<file path="src/rtl/uart_pkg.sv">
// uart_pkg -- shared types and constants for the UART receive path.
//   uart_rx_state_t   : receiver FSM state encoding
//   MIN_CLKS_PER_BIT  : lowest oversampling ratio the receiver accepts
//   clks_per_bit()    : system clocks per bit time (integer floor)
package uart_pkg;

   localparam int MIN_CLKS_PER_BIT = 4;

   // PARITY is only entered when UART_RX_PARITY_EN is defined.
   typedef enum logic [2:0] {
      ST_IDLE,
      ST_START,
      ST_DATA,
      ST_PARITY,
      ST_STOP
   } uart_rx_state_t;

   function automatic int clks_per_bit(input int clk_freq, input int baud_rate);
      return clk_freq / baud_rate;
   endfunction

endpackage

</file>
<file path="src/rtl/uart_rx_if.sv">
// uart_rx_if -- write port from the UART receiver into the RX FIFO.
//   WEo   : one-cycle write strobe (receiver -> FIFO)
//   WDo   : received byte, valid while WEo = 1 (receiver -> FIFO)
//   FULLi : FIFO full flag (FIFO -> receiver)
// Modports: master = receiver side, slave = FIFO side.
interface uart_rx_if #(
   parameter int DATA_WIDTH = 8
);
   logic                  WEo;
   logic [DATA_WIDTH-1:0] WDo;
   logic                  FULLi;

   modport master (output WEo, output WDo, input FULLi);
   modport slave  (input WEo, input WDo, output FULLi);
endinterface

</file>
<file path="src/rtl/uart_sync2.sv">
// uart_sync2 -- two-flop synchronizer for a single asynchronous input.
//   clk : destination clock, rising edge
//   rst : asynchronous, active-high reset; both flops reset to 1
//   d   : asynchronous input
//   q   : synchronized output
// Resetting to 1 matches an idle-high serial line, so no false edge is
// seen when reset is released.
module uart_sync2 (
   input  logic clk,
   input  logic rst,
   input  logic d,
   output logic q
);

   logic meta_p0;
   logic sync_p1;

   // stage 0: metastability capture / stage 1: settled copy
   always_ff @(posedge clk or posedge rst) begin
      if (rst) begin
         meta_p0 <= 1'b1;
         sync_p1 <= 1'b1;
      end else begin
         meta_p0 <= d;
         sync_p1 <= meta_p0;
      end
   end

   assign q = sync_p1;

endmodule

</file>
<file path="src/rtl/uart_rx.sv">
// uart_rx -- oversampling UART receiver feeding an RX FIFO.
// Ports:
//   CLKip : system clock, rising edge
//   RSTi  : asynchronous, active-high reset
//   RXi   : serial line, asynchronous, idles high
//   fifo  : uart_rx_if.master -- WEo/WDo write strobe and byte, FULLi flag
//   BUSYo : frame in progress
//   FEo   : one-cycle framing-error pulse (stop bit sampled low)
//   PEo   : one-cycle parity-error pulse
//   OVRo  : one-cycle overrun pulse (good byte dropped, FIFO full)
// Build option: define UART_RX_PARITY_EN to add a parity bit between the
// data bits and the stop bit (even or odd per PARITY_ODD). Without it PEo
// is tied low and PARITY_ODD has no effect.
module uart_rx
   import uart_pkg::*;
#(
   parameter int CLK_FREQ   = 50_000_000,
   parameter int BAUD_RATE  = 115_200,
   parameter int DATA_WIDTH = 8,
   parameter int PARITY_ODD = 0
) (
   input  logic          CLKip,
   input  logic          RSTi,
   input  logic          RXi,
   uart_rx_if.master     fifo,
   output logic          BUSYo,
   output logic          FEo,
   output logic          PEo,
   output logic          OVRo
);

   localparam int CLKS_PER_BIT = clks_per_bit(CLK_FREQ, BAUD_RATE);
   localparam int HALF_BIT     = CLKS_PER_BIT / 2;
   localparam int CNT_W        = $clog2(CLKS_PER_BIT);
   localparam int BIT_W        = $clog2(DATA_WIDTH);

   localparam logic [CNT_W-1:0] CNT_HALF = CNT_W'(HALF_BIT - 1);
   localparam logic [CNT_W-1:0] CNT_FULL = CNT_W'(CLKS_PER_BIT - 1);
   localparam logic [BIT_W-1:0] LAST_BIT = BIT_W'(DATA_WIDTH - 1);

   if (CLKS_PER_BIT < MIN_CLKS_PER_BIT) begin : g_bad_rate
      $error("uart_rx: CLK_FREQ/BAUD_RATE must be at least %0d", MIN_CLKS_PER_BIT);
   end
   if (DATA_WIDTH < 5 || DATA_WIDTH > 9) begin : g_bad_width
      $error("uart_rx: DATA_WIDTH must be 5..9");
   end
   if (PARITY_ODD != 0 && PARITY_ODD != 1) begin : g_bad_parity
      $error("uart_rx: PARITY_ODD must be 0 or 1");
   end

   logic rx_sync;
   logic rx_prev;
   logic rx_fall;

   uart_rx_state_t        state, state_nxt;
   logic [CNT_W-1:0]      cnt, cnt_nxt;
   logic [BIT_W-1:0]      bit_idx, bit_nxt;
   logic [DATA_WIDTH-1:0] shreg, shreg_nxt;
   logic [DATA_WIDTH-1:0] wd, wd_nxt;
   logic                  we, we_nxt;
   logic                  fe, fe_nxt;
   logic                  ovr, ovr_nxt;
   logic                  cnt_zero;
`ifdef UART_RX_PARITY_EN
   logic                  par_err, par_err_nxt;
   logic                  pe, pe_nxt;
`endif

   // stage 0/1: line synchronizer; stage 2: delayed copy for edge detect
   uart_sync2 u_sync (
      .clk (CLKip),
      .rst (RSTi),
      .d   (RXi),
      .q   (rx_sync)
   );

   always_ff @(posedge CLKip or posedge RSTi) begin
      if (RSTi) rx_prev <= 1'b1;
      else      rx_prev <= rx_sync;
   end

   assign rx_fall  = rx_prev & ~rx_sync;
   assign cnt_zero = (cnt == '0);

   // FSM state and result registers
   always_ff @(posedge CLKip or posedge RSTi) begin
      if (RSTi) begin
         state   <= ST_IDLE;
         cnt     <= '0;
         bit_idx <= '0;
         wd      <= '0;
         we      <= 1'b0;
         fe      <= 1'b0;
         ovr     <= 1'b0;
`ifdef UART_RX_PARITY_EN
         par_err <= 1'b0;
         pe      <= 1'b0;
`endif
      end else begin
         state   <= state_nxt;
         cnt     <= cnt_nxt;
         bit_idx <= bit_nxt;
         wd      <= wd_nxt;
         we      <= we_nxt;
         fe      <= fe_nxt;
         ovr     <= ovr_nxt;
`ifdef UART_RX_PARITY_EN
         par_err <= par_err_nxt;
         pe      <= pe_nxt;
`endif
      end
   end

   // The shift register is pure data: its content is only consumed after a
   // full frame has overwritten it, so it needs no reset.
   always_ff @(posedge CLKip) begin
      shreg <= shreg_nxt;
   end

   always_comb begin
      state_nxt = state;
      cnt_nxt   = cnt;
      bit_nxt   = bit_idx;
      shreg_nxt = shreg;
      wd_nxt    = wd;
      we_nxt    = 1'b0;
      fe_nxt    = 1'b0;
      ovr_nxt   = 1'b0;
`ifdef UART_RX_PARITY_EN
      par_err_nxt = par_err;
      pe_nxt      = 1'b0;
`endif

      case (state)
         ST_IDLE: begin
            // Only a 1->0 edge arms the receiver, so a held-low line
            // (break) cannot start a stream of frames.
            if (rx_fall) begin
               state_nxt = ST_START;
               cnt_nxt   = CNT_HALF;
            end
         end

         ST_START: begin
            if (!cnt_zero) begin
               cnt_nxt = cnt - CNT_W'(1);
            end else if (!rx_sync) begin
               state_nxt = ST_DATA;
               cnt_nxt   = CNT_FULL;
               bit_nxt   = '0;
`ifdef UART_RX_PARITY_EN
               par_err_nxt = 1'b0;
`endif
            end else begin
               // Line back high at mid-start: a glitch, dropped silently.
               state_nxt = ST_IDLE;
            end
         end

         ST_DATA: begin
            if (!cnt_zero) begin
               cnt_nxt = cnt - CNT_W'(1);
            end else begin
               shreg_nxt = {rx_sync, shreg[DATA_WIDTH-1:1]};
               cnt_nxt   = CNT_FULL;
               if (bit_idx == LAST_BIT) begin
`ifdef UART_RX_PARITY_EN
                  state_nxt = ST_PARITY;
`else
                  state_nxt = ST_STOP;
`endif
               end else begin
                  bit_nxt = bit_idx + BIT_W'(1);
               end
            end
         end

`ifdef UART_RX_PARITY_EN
         ST_PARITY: begin
            if (!cnt_zero) begin
               cnt_nxt = cnt - CNT_W'(1);
            end else begin
               // XOR over data plus parity bit is 0 for even, 1 for odd.
               par_err_nxt = ((^shreg) ^ rx_sync) != (PARITY_ODD != 0);
               cnt_nxt     = CNT_FULL;
               state_nxt   = ST_STOP;
            end
         end
`endif

         ST_STOP: begin
            if (!cnt_zero) begin
               cnt_nxt = cnt - CNT_W'(1);
            end else begin
               // Leave mid-stop-bit so a back-to-back start edge is caught.
               state_nxt = ST_IDLE;
               if (!rx_sync) begin
                  fe_nxt = 1'b1;
`ifdef UART_RX_PARITY_EN
               end else if (par_err) begin
                  pe_nxt = 1'b1;
`endif
               end else if (fifo.FULLi) begin
                  ovr_nxt = 1'b1;
               end else begin
                  we_nxt = 1'b1;
                  wd_nxt = shreg;
               end
            end
         end

         default: begin
            state_nxt = ST_IDLE;
         end
      endcase
   end

   assign fifo.WEo = we;
   assign fifo.WDo = wd;
   assign FEo      = fe;
   assign OVRo     = ovr;
   assign BUSYo    = (state != ST_IDLE);
`ifdef UART_RX_PARITY_EN
   assign PEo      = pe;
`else
   assign PEo      = 1'b0;
`endif

endmodule

</file>
<file path="src/flat_wrapper.sv">
// flat-port wrapper written by rule: the top's interface ports become plain ports
module uart_rx_flat import uart_pkg::*;
#(
   parameter int CLK_FREQ   = 50_000_000,
   parameter int BAUD_RATE  = 115_200,
   parameter int DATA_WIDTH = 8,
   parameter int PARITY_ODD = 0
)
  (CLKip, RSTi, RXi, BUSYo, FEo, PEo, OVRo, fifo_WEo, fifo_WDo, fifo_FULLi);
  uart_rx_if #(.DATA_WIDTH(DATA_WIDTH)) fifo_i ();
  input  logic CLKip;
  input  logic RSTi;
  input  logic RXi;
  output logic BUSYo;
  output logic FEo;
  output logic PEo;
  output logic OVRo;
  output wire logic [$bits(fifo_i.WEo)-1:0] fifo_WEo;
  output wire logic [$bits(fifo_i.WDo)-1:0] fifo_WDo;
  input wire logic [$bits(fifo_i.FULLi)-1:0] fifo_FULLi;
  assign fifo_WEo = fifo_i.WEo;
  assign fifo_WDo = fifo_i.WDo;
  assign fifo_i.FULLi = fifo_FULLi;
  uart_rx #(.CLK_FREQ(CLK_FREQ), .BAUD_RATE(BAUD_RATE), .DATA_WIDTH(DATA_WIDTH), .PARITY_ODD(PARITY_ODD)) u_core (.CLKip(CLKip), .RSTi(RSTi), .RXi(RXi), .fifo(fifo_i), .BUSYo(BUSYo), .FEo(FEo), .PEo(PEo), .OVRo(OVRo));
endmodule
</file>
<file path="config.mk">
export PLATFORM = sky130hd
export DESIGN_NAME = uart_rx_flat
export DESIGN_NICKNAME = d
export VERILOG_FILES = /design/src/rtl/uart_pkg.sv /design/src/rtl/uart_rx_if.sv /design/src/rtl/uart_sync2.sv /design/src/rtl/uart_rx.sv /design/src/flat_wrapper.sv
export SDC_FILE = /design/constraint.sdc
export NUM_CORES = 1
export LEC_CHECK = 0
export CAP_MARGIN = 20
export CORE_ASPECT_RATIO = 0.75
export CORE_MARGIN = 2
export CORE_UTILIZATION = 25
export CTS_CLUSTER_DIAMETER = 150
export DETAILED_ROUTE_END_ITERATION = 12
export PLACE_DENSITY = 0.55
export SLEW_MARGIN = 20
export SYNTH_ARGS = -nofsm -noshare
export SYNTH_HDL_FRONTEND = slang
export SYNTH_SLANG_ARGS = --single-unit
</file>
<file path="constraint.sdc">
create_clock -name CLKip -period 2.2 [get_ports CLKip]
set_clock_uncertainty 0.2 [all_clocks]
set_input_delay 0.22 -clock CLKip [delete_from_list [all_inputs] [get_ports CLKip]]
set_output_delay 0.22 -clock CLKip [all_outputs]
set_load 0.01 [all_outputs]
</file>
==> results_dict.tcl <==
set metrics [dict create \
    outcome "finished clean" \
    cts_buffers 5 \
    synthArstFlopShare_pct 78.4 \
    place_area_um2 2040 \
    required_ns 1.78 \
    ant_nets 0 \
    yosysTopAreaCellShare_pct 36.8 \
    num_antenna_cells 0 \
    synth_top_area_cell "dfrtp_1" \
    post-route-period-util_pct 95.3 \
    period_needed_ns 2.10 \
    die_w_um 101 \
    swShare_pct 30.8 \
    gp_congestion 0.798 \
    fmax_ghz 0.477 \
    vias 1146 \
    grt_first_pass_wirelength_mm 5.72 \
    cp_slowest_cell "dfrtp_1" \
    cp_max_fo 9 \
    place_inst 250 \
    path_class "reg2out" \
    end_kind "output port" \
    path_cells "nor3_1 -> inv_1 -> clkdlybuf4s50_1" \
    rsz0062_at_grt "yes" \
    ys_warn_count 0 \
    critical_path.startpoint_type "flip-flop" \
    synth_ff_type "dfrtp_1" \
    utilization_pct 32.3 \
    nNetsFinal 183 \
    synthCells 147 \
    drtIter0Drc 72 \
    grt_max_degree 30 \
    routedWlPerCell_um 12.4 \
    cts_max_path_buffers 2 \
    cts_root_buf "clkbuf_8" \
    setup_viol 0 \
    place_ws_ns 0.0705 \
    min_path_type "in2async" \
    syn_area_um2 1770 \
    ys_seq_elements 37 \
    clock_latency_ns 0.29 \
    start_util_pct 25.9 \
    vdd_ir_drop_max_uv 334 \
    row_count 26 \
    critPathTopFamily "buffers and inverters" \
    drc 0 \
    hpwl_mm 2.32 \
    die_y_um 76.9 \
    layout-drive-gt1-share_pct 30.5 \
    grt_usage_pct 9.39 \
    postSynthNetCount 154 \
    dr.pass1.iters 4 \
    synth_area_leaders "dfrtp_1 37%, edfxtp_1 14%, dfstp_2 4.5%, mux2_2 4.5%, nand2_1 2.8%" \
    viasPerCell 4.39 \
    dieArea_um2 7770 \
    core_um2 6830 \
    power.internal_w 0.00138 \
    synth_edf_count 8 \
    crit_buf_inv 2 \
    cts_tree "yes" \
    stdcell_count 261 \
    maxCapViolCount 0 \
    seqPwrFrac_pct 45.5 \
    crit_path_max_incr_delay_ns 0.48 \
    finalInstanceArea_um2 2200 \
    ys_types 49 \
    ctsHtreeMaxLevel 2 \
    hold_viol_final 0 \
    p_per_area_nw_per_um2 906 \
    syn_avg_cell_area_um2 12.0 \
    grt_pass1_vias 1151 \
    p_leak_nw 0.902 \
    ys_seq_area_share_pct 54.8 \
    gr-total-overflow 0 \
    io_pins 17 \
    arrival_ns 1.68 \
    switchingPower_w 0.000616 \
    finalWirelength_mm 3.24 \
    numPortBuffers 15 \
    ctsHoldBuffers 0 \
    setup_ws_ns 0.103 \
    power_frac_clock_pct 29.5 \
    combPwrFrac_pct 25.0 \
    syn_to_final_growth_pct 24.5 \
    report.final.slew_viol_count 0 \
    antenna_found_initial 0 \
    cts.clk_slew.worst_paths_ns 0.08 \
    clock_sinks 37 \
]
state kept, by name, summed over array words and instances, names as in the netlist:
signal / flops
u_core.OVRo: 1
u_core.fifo.WDo: 8
u_core.shreg: 8
u_core.u_sync.meta_p0: 1
u_core.bit_idx: 3
u_core.FEo: 1
u_core.state: 3
u_core.fifo.WEo: 1
u_core.u_sync.q: 1
u_core.rx_prev: 1
u_core.cnt: 9
final timing paths:
kind                                       start               endpoint  slack [ns]  cells past startpoint
setup reg to reg                   u_core.cnt[1]     u_core.fifo.WDo[1]        0.15                      6
min in group CLKip                           RXi  u_core.u_sync.meta_p0        0.14                      1
hold reg to reg            u_core.u_sync.meta_p0        u_core.u_sync.q        0.16                      0
hold / removal                              RSTi     u_core.fifo.WDo[3]        0.10                      3
setup / recovery                 u_core.state[2]                  BUSYo        0.10                      3
max in group asynchronous                   RSTi  u_core.u_sync.meta_p0        1.38                      3
cells in the final DEF (no fill, tap or decap), types with 2 or more instances in the layout:
| master | n |
|---|---|
| mux2_2 | 7 |
| clkdlybuf4s50_1 | 15 |
| dfrtp_1 | 26 |
| o21ai_2 | 2 |
| clkbuf_8 | 5 |
| nor3_1 | 5 |
| o21ai_1 | 3 |
| a21oi_2 | 3 |
| o31ai_1 | 2 |
| a31oi_1 | 2 |
| a21o_1 | 4 |
| nand3b_1 | 3 |
| ha_1 | 2 |
| dfstp_2 | 3 |
| edfxtp_1 | 8 |
| nand2_1 | 13 |
| nor2_1 | 8 |
| a21oi_1 | 7 |
| o21bai_1 | 2 |
| inv_1 | 8 |
| buf_4 | 13 |
cells in the mapped netlist, types with 2 or more instances:
library cell,n
a31oi_1,2
inv_1,8
o21ai_2,3
and3_1,2
a21oi_1,7
dfstp_2,3
nand3b_1,3
a21oi_2,3
ha_1,3
nor3_1,6
nor2_1,8
dfrtp_1,26
buf_4,2
edfxtp_1,8
o21ai_1,3
nand2_1,13
a21o_1,4
o21bai_1,2
buf_6,4
o31ai_1,2
mux2_2,7
per-stage QoR:
stage	hold WS, ns	total power [W]	setup TNS [ns]
floorplan	0.0245	0.00125	0
global placement	0.146	0.00137	0
detailed placement	0.148	0.00137	0
CTS	0.116	0.00197	0
global route	0.126	0.00214	-0.0900
finish	0.101	0.00200	0
final cells by class:
| class | count | area (µm²) |
|---|---|---|
| clock inverters | 3 | 46.3 |
| repair buffers | 28 | 248 |
| well taps | 84 | 105 |
| fillers | 689 | 4630 |
| clock buffers | 5 | 68.8 |
| flip-flops and latches | 37 | 970 |
| inverters | 8 | 30.0 |
| multi-input cells | 96 | 736 |
power by group through the flow:
stage / combinational, W / sequential [W] / clock, W
5_1_grt: 0.000565 / 0.000929 / 0.000643
4_1_cts: 0.000450 / 0.000908 / 0.000609
2_1_floorplan: 0.000349 / 0.000900 / 0
3_3_place_gp: 0.000447 / 0.000923 / 0
3_5_place_dp: 0.000448 / 0.000920 / 0
6_report: 0.000499 / 0.000909 / 0.000589
layer usage:
layer | global-route usage [%] | up-vias | wire length [µm]
met5 | 0 | - | 0
li1 | - | 583 | -
met2 | 11.9 | 21 | 1240
met3 | 3.28 | 5 | 170
met1 | 14.4 | 537 | 1790
met4 | 3.24 | 0 | 38
worst reg2reg max path, delay by kind of cell, from the launching register on:
family                     cells  cell delay [ns]
muxes                          1             0.37
and+or+nand+nor                3             0.73
DFF                            1             0.40
buffers and inverters          1             0.10
adders and majority gates      1             0.15
logic make-up (layout without fill, tap and decap cells):
family,Yosys count,count (layout),synth area share (%)
AND/OR/NAND/NOR,50,50,18.8
AO/OA/AOI/OAI,33,33,13.2
buffers and inverters,14,44,5.09
other,1,1,0.212
multiplexers,8,8,5.09
adder cells (fa/ha/maj),4,4,2.76
flip-flops,37,37,54.8
repair_timing:
item | in CTS | in global routing
resized for setup | 0 | 4
setup buffers | 0 | 3
setup endpoints to repair | 0 | 28
No activity file was read; power rests on OpenSTA's default activity.
